--- config.mk ---
export PLATFORM = sky130hd
export DESIGN_NAME = fc_act_buffer_flat
export DESIGN_NICKNAME = d
export VERILOG_FILES = /design/src/rtl/fc_act_buffer_if.sv /design/src/rtl/fc_act_buffer.sv /design/src/flat_wrapper.sv
export SDC_FILE = /design/constraint.sdc
export NUM_CORES = 2
export LEC_CHECK = 0
export ABC_AREA = 1
export BUFFER_PORTS_ARGS = -buffer_cell sky130_fd_sc_hd__buf_2
export CAP_MARGIN = 25
export CORE_AREA = 2 2 410 412
export CTS_BUF_LIST = sky130_fd_sc_hd__clkbuf_4 sky130_fd_sc_hd__clkbuf_8
export DETAILED_ROUTE_END_ITERATION = 8
export DIE_AREA = 0 0 412 414
export PLACE_DENSITY_LB_ADDON = 0.3
export SYNTH_ARGS = -nofsm -noshare
export SYNTH_HDL_FRONTEND = slang
export SYNTH_SLANG_ARGS = --single-unit
--- constraint.sdc ---
create_clock -name clk -period 105.9 [get_ports clk]
set_input_delay 21.18 -clock clk [delete_from_list [all_inputs] [get_ports clk]]
set_output_delay 21.18 -clock clk [all_outputs]
set_load 0.02 [all_outputs]
--- src/rtl/fc_act_buffer_if.sv ---
// Stream-in / vector-out bundle of the activation buffer: element stream from
// upstream plus the parallel vector handed to the fully-connected layer.
interface fc_act_buffer_if #(
  parameter int unsigned WIDTH = 8,
  parameter int unsigned IN    = 128
);
  logic             in_valid;
  logic             in_ready;
  logic [WIDTH-1:0] in_data;
  logic             in_last;
  logic [WIDTH-1:0] x [0:IN-1];
  logic             x_valid;
  logic             x_ready;

  // Upstream producer and downstream layer together form the master side.
  modport master (
    output in_valid, in_data, in_last, x_ready,
    input  in_ready, x, x_valid
  );

  modport slave (
    input  in_valid, in_data, in_last, x_ready,
    output in_ready, x, x_valid
  );
endinterface

--- src/rtl/fc_act_buffer.sv ---
// Serial-to-parallel activation collector: assembles an IN-element vector from
// a valid/ready element stream and holds it for the layer until acknowledged.
module fc_act_buffer #(
  parameter int unsigned WIDTH = 8,
  parameter int unsigned IN    = 128,
  parameter int unsigned FCW   = 16
) (
  input  logic           clk,
  input  logic           rst,
  fc_act_buffer_if.slave bus,
  output logic           err,
  output logic [FCW-1:0] frame_cnt
);

  localparam int unsigned IW = (IN > 1) ? $clog2(IN) : 1;
  localparam logic [IW-1:0] LAST_IDX = IW'(IN - 1);

  typedef enum logic {FILL, FULL} state_t;

  state_t           state;
  logic [IW-1:0]    idx;
  logic [WIDTH-1:0] x_r [0:IN-1];
  logic             in_ready_r;
  logic             x_valid_r;
  logic             accept;
  logic             at_last;

  assign accept  = bus.in_valid && in_ready_r;
  assign at_last = (idx == LAST_IDX);

  assign bus.x        = x_r;
  assign bus.in_ready = in_ready_r;
  assign bus.x_valid  = x_valid_r;

  // Fill/hold state machine; a vector closes on in_last or on the IN-th element.
  always_ff @(posedge clk or posedge rst) begin
    if (rst) begin
      state      <= FILL;
      idx        <= '0;
      x_r        <= '{default: '0};
      in_ready_r <= 1'b1;
      x_valid_r  <= 1'b0;
      err        <= 1'b0;
      frame_cnt  <= '0;
    end else begin
      err <= 1'b0;
      if (state == FILL) begin
        if (accept) begin
          // Short vectors zero the unwritten tail so x is always fully defined.
          for (int i = 0; i < int'(IN); i++) begin
            if (IW'(i) == idx)
              x_r[i] <= bus.in_data;
            else if (bus.in_last && (IW'(i) > idx))
              x_r[i] <= '0;
          end
          if (at_last || bus.in_last) begin
            state      <= FULL;
            idx        <= '0;
            in_ready_r <= 1'b0;
            x_valid_r  <= 1'b1;
            err        <= bus.in_last ^ at_last;
          end else begin
            idx <= idx + IW'(1);
          end
        end
      end else begin
        if (bus.x_ready) begin
          state      <= FILL;
          idx        <= '0;
          in_ready_r <= 1'b1;
          x_valid_r  <= 1'b0;
          frame_cnt  <= frame_cnt + FCW'(1);
        end
      end
    end
  end

endmodule

--- src/flat_wrapper.sv ---
// flat-port wrapper written by rule: the top's interface ports become plain ports
module fc_act_buffer_flat 
#(
  parameter int unsigned WIDTH = 8,
  parameter int unsigned IN    = 128,
  parameter int unsigned FCW   = 16
)
  (clk, rst, err, frame_cnt, bus_in_valid, bus_in_data, bus_in_last, bus_x_ready, bus_in_ready, bus_x, bus_x_valid);
  fc_act_buffer_if #(.WIDTH(WIDTH), .IN(IN)) bus_i ();
  input  logic clk;
  input  logic rst;
  output logic err;
  output logic [FCW-1:0] frame_cnt;
  input wire logic [$bits(bus_i.in_valid)-1:0] bus_in_valid;
  input wire logic [$bits(bus_i.in_data)-1:0] bus_in_data;
  input wire logic [$bits(bus_i.in_last)-1:0] bus_in_last;
  input wire logic [$bits(bus_i.x_ready)-1:0] bus_x_ready;
  output wire logic [$bits(bus_i.in_ready)-1:0] bus_in_ready;
  output wire logic [$bits(bus_i.x)-1:0] bus_x;
  output wire logic [$bits(bus_i.x_valid)-1:0] bus_x_valid;
  assign bus_i.in_valid = bus_in_valid;
  assign bus_i.in_data = bus_in_data;
  assign bus_i.in_last = bus_in_last;
  assign bus_i.x_ready = bus_x_ready;
  assign bus_in_ready = bus_i.in_ready;
  assign bus_x = {>>{bus_i.x}};
  assign bus_x_valid = bus_i.x_valid;
  fc_act_buffer #(.WIDTH(WIDTH), .IN(IN), .FCW(FCW)) u_core (.clk(clk), .rst(rst), .bus(bus_i), .err(err), .frame_cnt(frame_cnt));
endmodule
==> impl_metrics.ini <==
[logic_synthesis]
synth.distinct_cells = 36
avgSynthCellArea_sq_um = 8.85
yosysWarnings = 0
synth-edff-count = 0
synth-async-reset-ratio_pct = 100
ys_seq_area_share_pct = 61.2
synth_flop_cell = dfrtp_1
syn_inst = 4851
synthesis.nets = 4871
synth_seq_cells = 1051
syn_area_sq_um = 42900

[worst_setup_path]
slowest_delay_ps = 800
cp.arrival_ps = 26340
critical_path_class = in -> async
crit_top_cell = buf_4
worstPathRequired_ps = 106850
slowest_stage = buf_4
cp-end-kind = asynchronous set/reset pin
path_cells = buf_2 -> inv_8 -> buf_4 -> buf_4 -> buf_4 -> buf_4 -> buf_4 -> buf_4
ff2ff_path_depth = 9
cp_max_fo = 95
start_kind = input pin

[die]
core_area_sq_um = 166000
die_h_um = 414
dieArea_sq_um = 171000
row_count = 150
floorplan.die.width_um = 412
io_pins = 1056
start_util_pct = 25.8

[timing]
final_hold_viol_count = 0
fin_crit_sh_pct = 24.0
fin_skew_ps = 41.7
min_period_ps = 25390
slew_headroom_pct = 23.8
maxSlewViolCount = 0
setup_viol = 0
fmax_mhz = 39.4
grt_setup_unrepaired = no
fin_setup_tns_ps = 0
worstMarginPinSlew_ps = 1140

[layout]
syn_to_final_growth_pct = 27.9
fin_util_pct = 33.0
nets = 5957
multi_input_area_sq_um = 15100
mostFrequentLayoutCells = nand2_1 (1,996), dfrtp_1 (1,050), buf_2 (1,047)
seq_area_sq_um = 26300
fill_cells = 17697
drive_gt1_share_pct = 26.3
layout_commonest_cell = nand2_1

[clock_tree]
cts.path.max_buffers = 3
post_cts_buffers = 0
root_buffer = clkbuf_8
cts_resized = 0
cts.sinks = 1051
cts_buffers = 186
htreeDepth = 4
path_clk_slew_ps = 50
clk_latency_ps = 980
ctsHoldBuffers = 0
cts_tree = done

[grt]
grt_pass1_wl_um = 307000
track_usage_pct = 25.4
first_global_vias = 37687
grt_max_degree = 104
grt-ovfl-total = 0
antenna_found_initial = 11

[min_path]
hold_path_class = reg -> reg
holdPathStages = 2

[routing]
drc_errors = 0
drt-initial-drc-count = 3858
dr.pass1.iters = 6
wire_per_inst_um = 26.9
num_vias = 40021
wl_um = 223000
ant_nets = 0
avgViaCountPerCell = 4.83

[place]
dp_hpwl_um = 164000
gp_congestion = 0.934
io_buffer_count = 1055

[power]
leakage_nw = 31.0
p_per_area_nw_per_um2 = 18.6
peakVddDrop_v = 0.0000154

[job]
maxCapViolCount = 0

[status]
status = finished clean
cells by family after synthesis:
kind of cell / after synthesis / share of synthesized area [%]
AO/OA/AOI/OAI: 462 / 5.50
XOR/XNOR: 13 / 0.265
adder cells (fa/ha/maj): 7 / 0.204
buffers and inverters: 369 / 3.59
flip-flops: 1051 / 61.2
AND/OR/NAND/NOR: 2949 / 29.2
flip-flops by register name, summed over array words and instances, names as in the netlist:
signal               cells
u_core.bus.x          1024
u_core.frame_cnt        16
u_core.idx               7
u_core.bus.in_ready      1
u_core.bus.x_valid       1
u_core.err               1
u_core.state             1
final timing paths:
kind / slack (ps) / end / startpoint
min in group asynchronous: 20310 / u_core.bus.x[963] / rst
max reg2reg: 101320 / u_core.bus.x[636] / u_core.bus.in_ready
min reg2reg: 460 / u_core.bus.x[208] / u_core.bus.x[208]
min: 460 / u_core.bus.x[208] / u_core.bus.x[208]
max in group clk: 81640 / u_core.bus.x[636] / bus_in_valid
max: 80510 / u_core.bus.x[626] / rst
per-stage QoR:
stage	total power, mW	hold WS [ps]	worst slack [ps]	cell area, sq um	std cells
3_5_place_dp	0.590	453	79300	50500	7948
5_1_grt	1.06	477	79830	54900	8293
3_3_place_gp	0.589	448	79370	50500	7945
2_1_floorplan	0.517	553	55140	42900	4851
6_report	1.02	463	80510	54900	8294
4_1_cts	1.03	467	80360	54800	8284
critical path: cells and delay by family:
| kind | cells | cell delay (ps) |
|---|---|---|
| buffers and inverters | 8 | 4900 |
layout make-up:
type,instances,area share [%]
sequential,1051,47.9
multi-input combinational,3431,27.5
timing repair buffer,1115,10.7
clock buffer,293,6.82
tap,2204,5.02
inverter,152,1.06
clock inverter,43,1.00
antenna,5,0.0228
layer usage:
layer | global-route usage (%) | wire length, um | up-vias
met5 | 0 | 24 | -
met4 | 12.5 | 12000 | 4
met3 | 7.25 | 17900 | 468
met2 | 40.0 | 102000 | 1855
met1 | 31.8 | 90800 | 19697
li1 | - | - | 17997
cell usage after synthesis (2+ instances only):
library cell  number  share of area (%)
a21oi_1            6              0.070
a21oi_2            5               0.10
buf_1              5              0.044
buf_2             73               0.85
buf_4             13               0.23
buf_6              2              0.052
clkbuf_1         124                1.1
clkinv_1           4              0.035
dfrtp_1         1050                 61
ha_1               7               0.20
inv_1            123                1.1
inv_2             25               0.22
nand2_1         1996                 17
nand2_2           15               0.22
nand2_4            3              0.079
nand3_1          676                7.9
nand3_2           14               0.33
nand4_1           72                1.0
nand4_2            3              0.087
nor2_1            95               0.83
nor2_2            51               0.74
nor2_4             8               0.21
nor3_1             5              0.058
nor3_2             7               0.16
o21ai_0          316                3.7
o21ai_1          126                1.5
o21ai_2            7               0.14
xnor2_1            9               0.18
xor2_1             4              0.082
power breakdown:
part | internal, mW | switching (mW) | total (mW)
Combinational | 0.0257 | 0.134 | 0.159
Sequential | 0.415 | 0.0104 | 0.425
Clock | 0.248 | 0.187 | 0.435
Power figures use the tool's default switching activity.
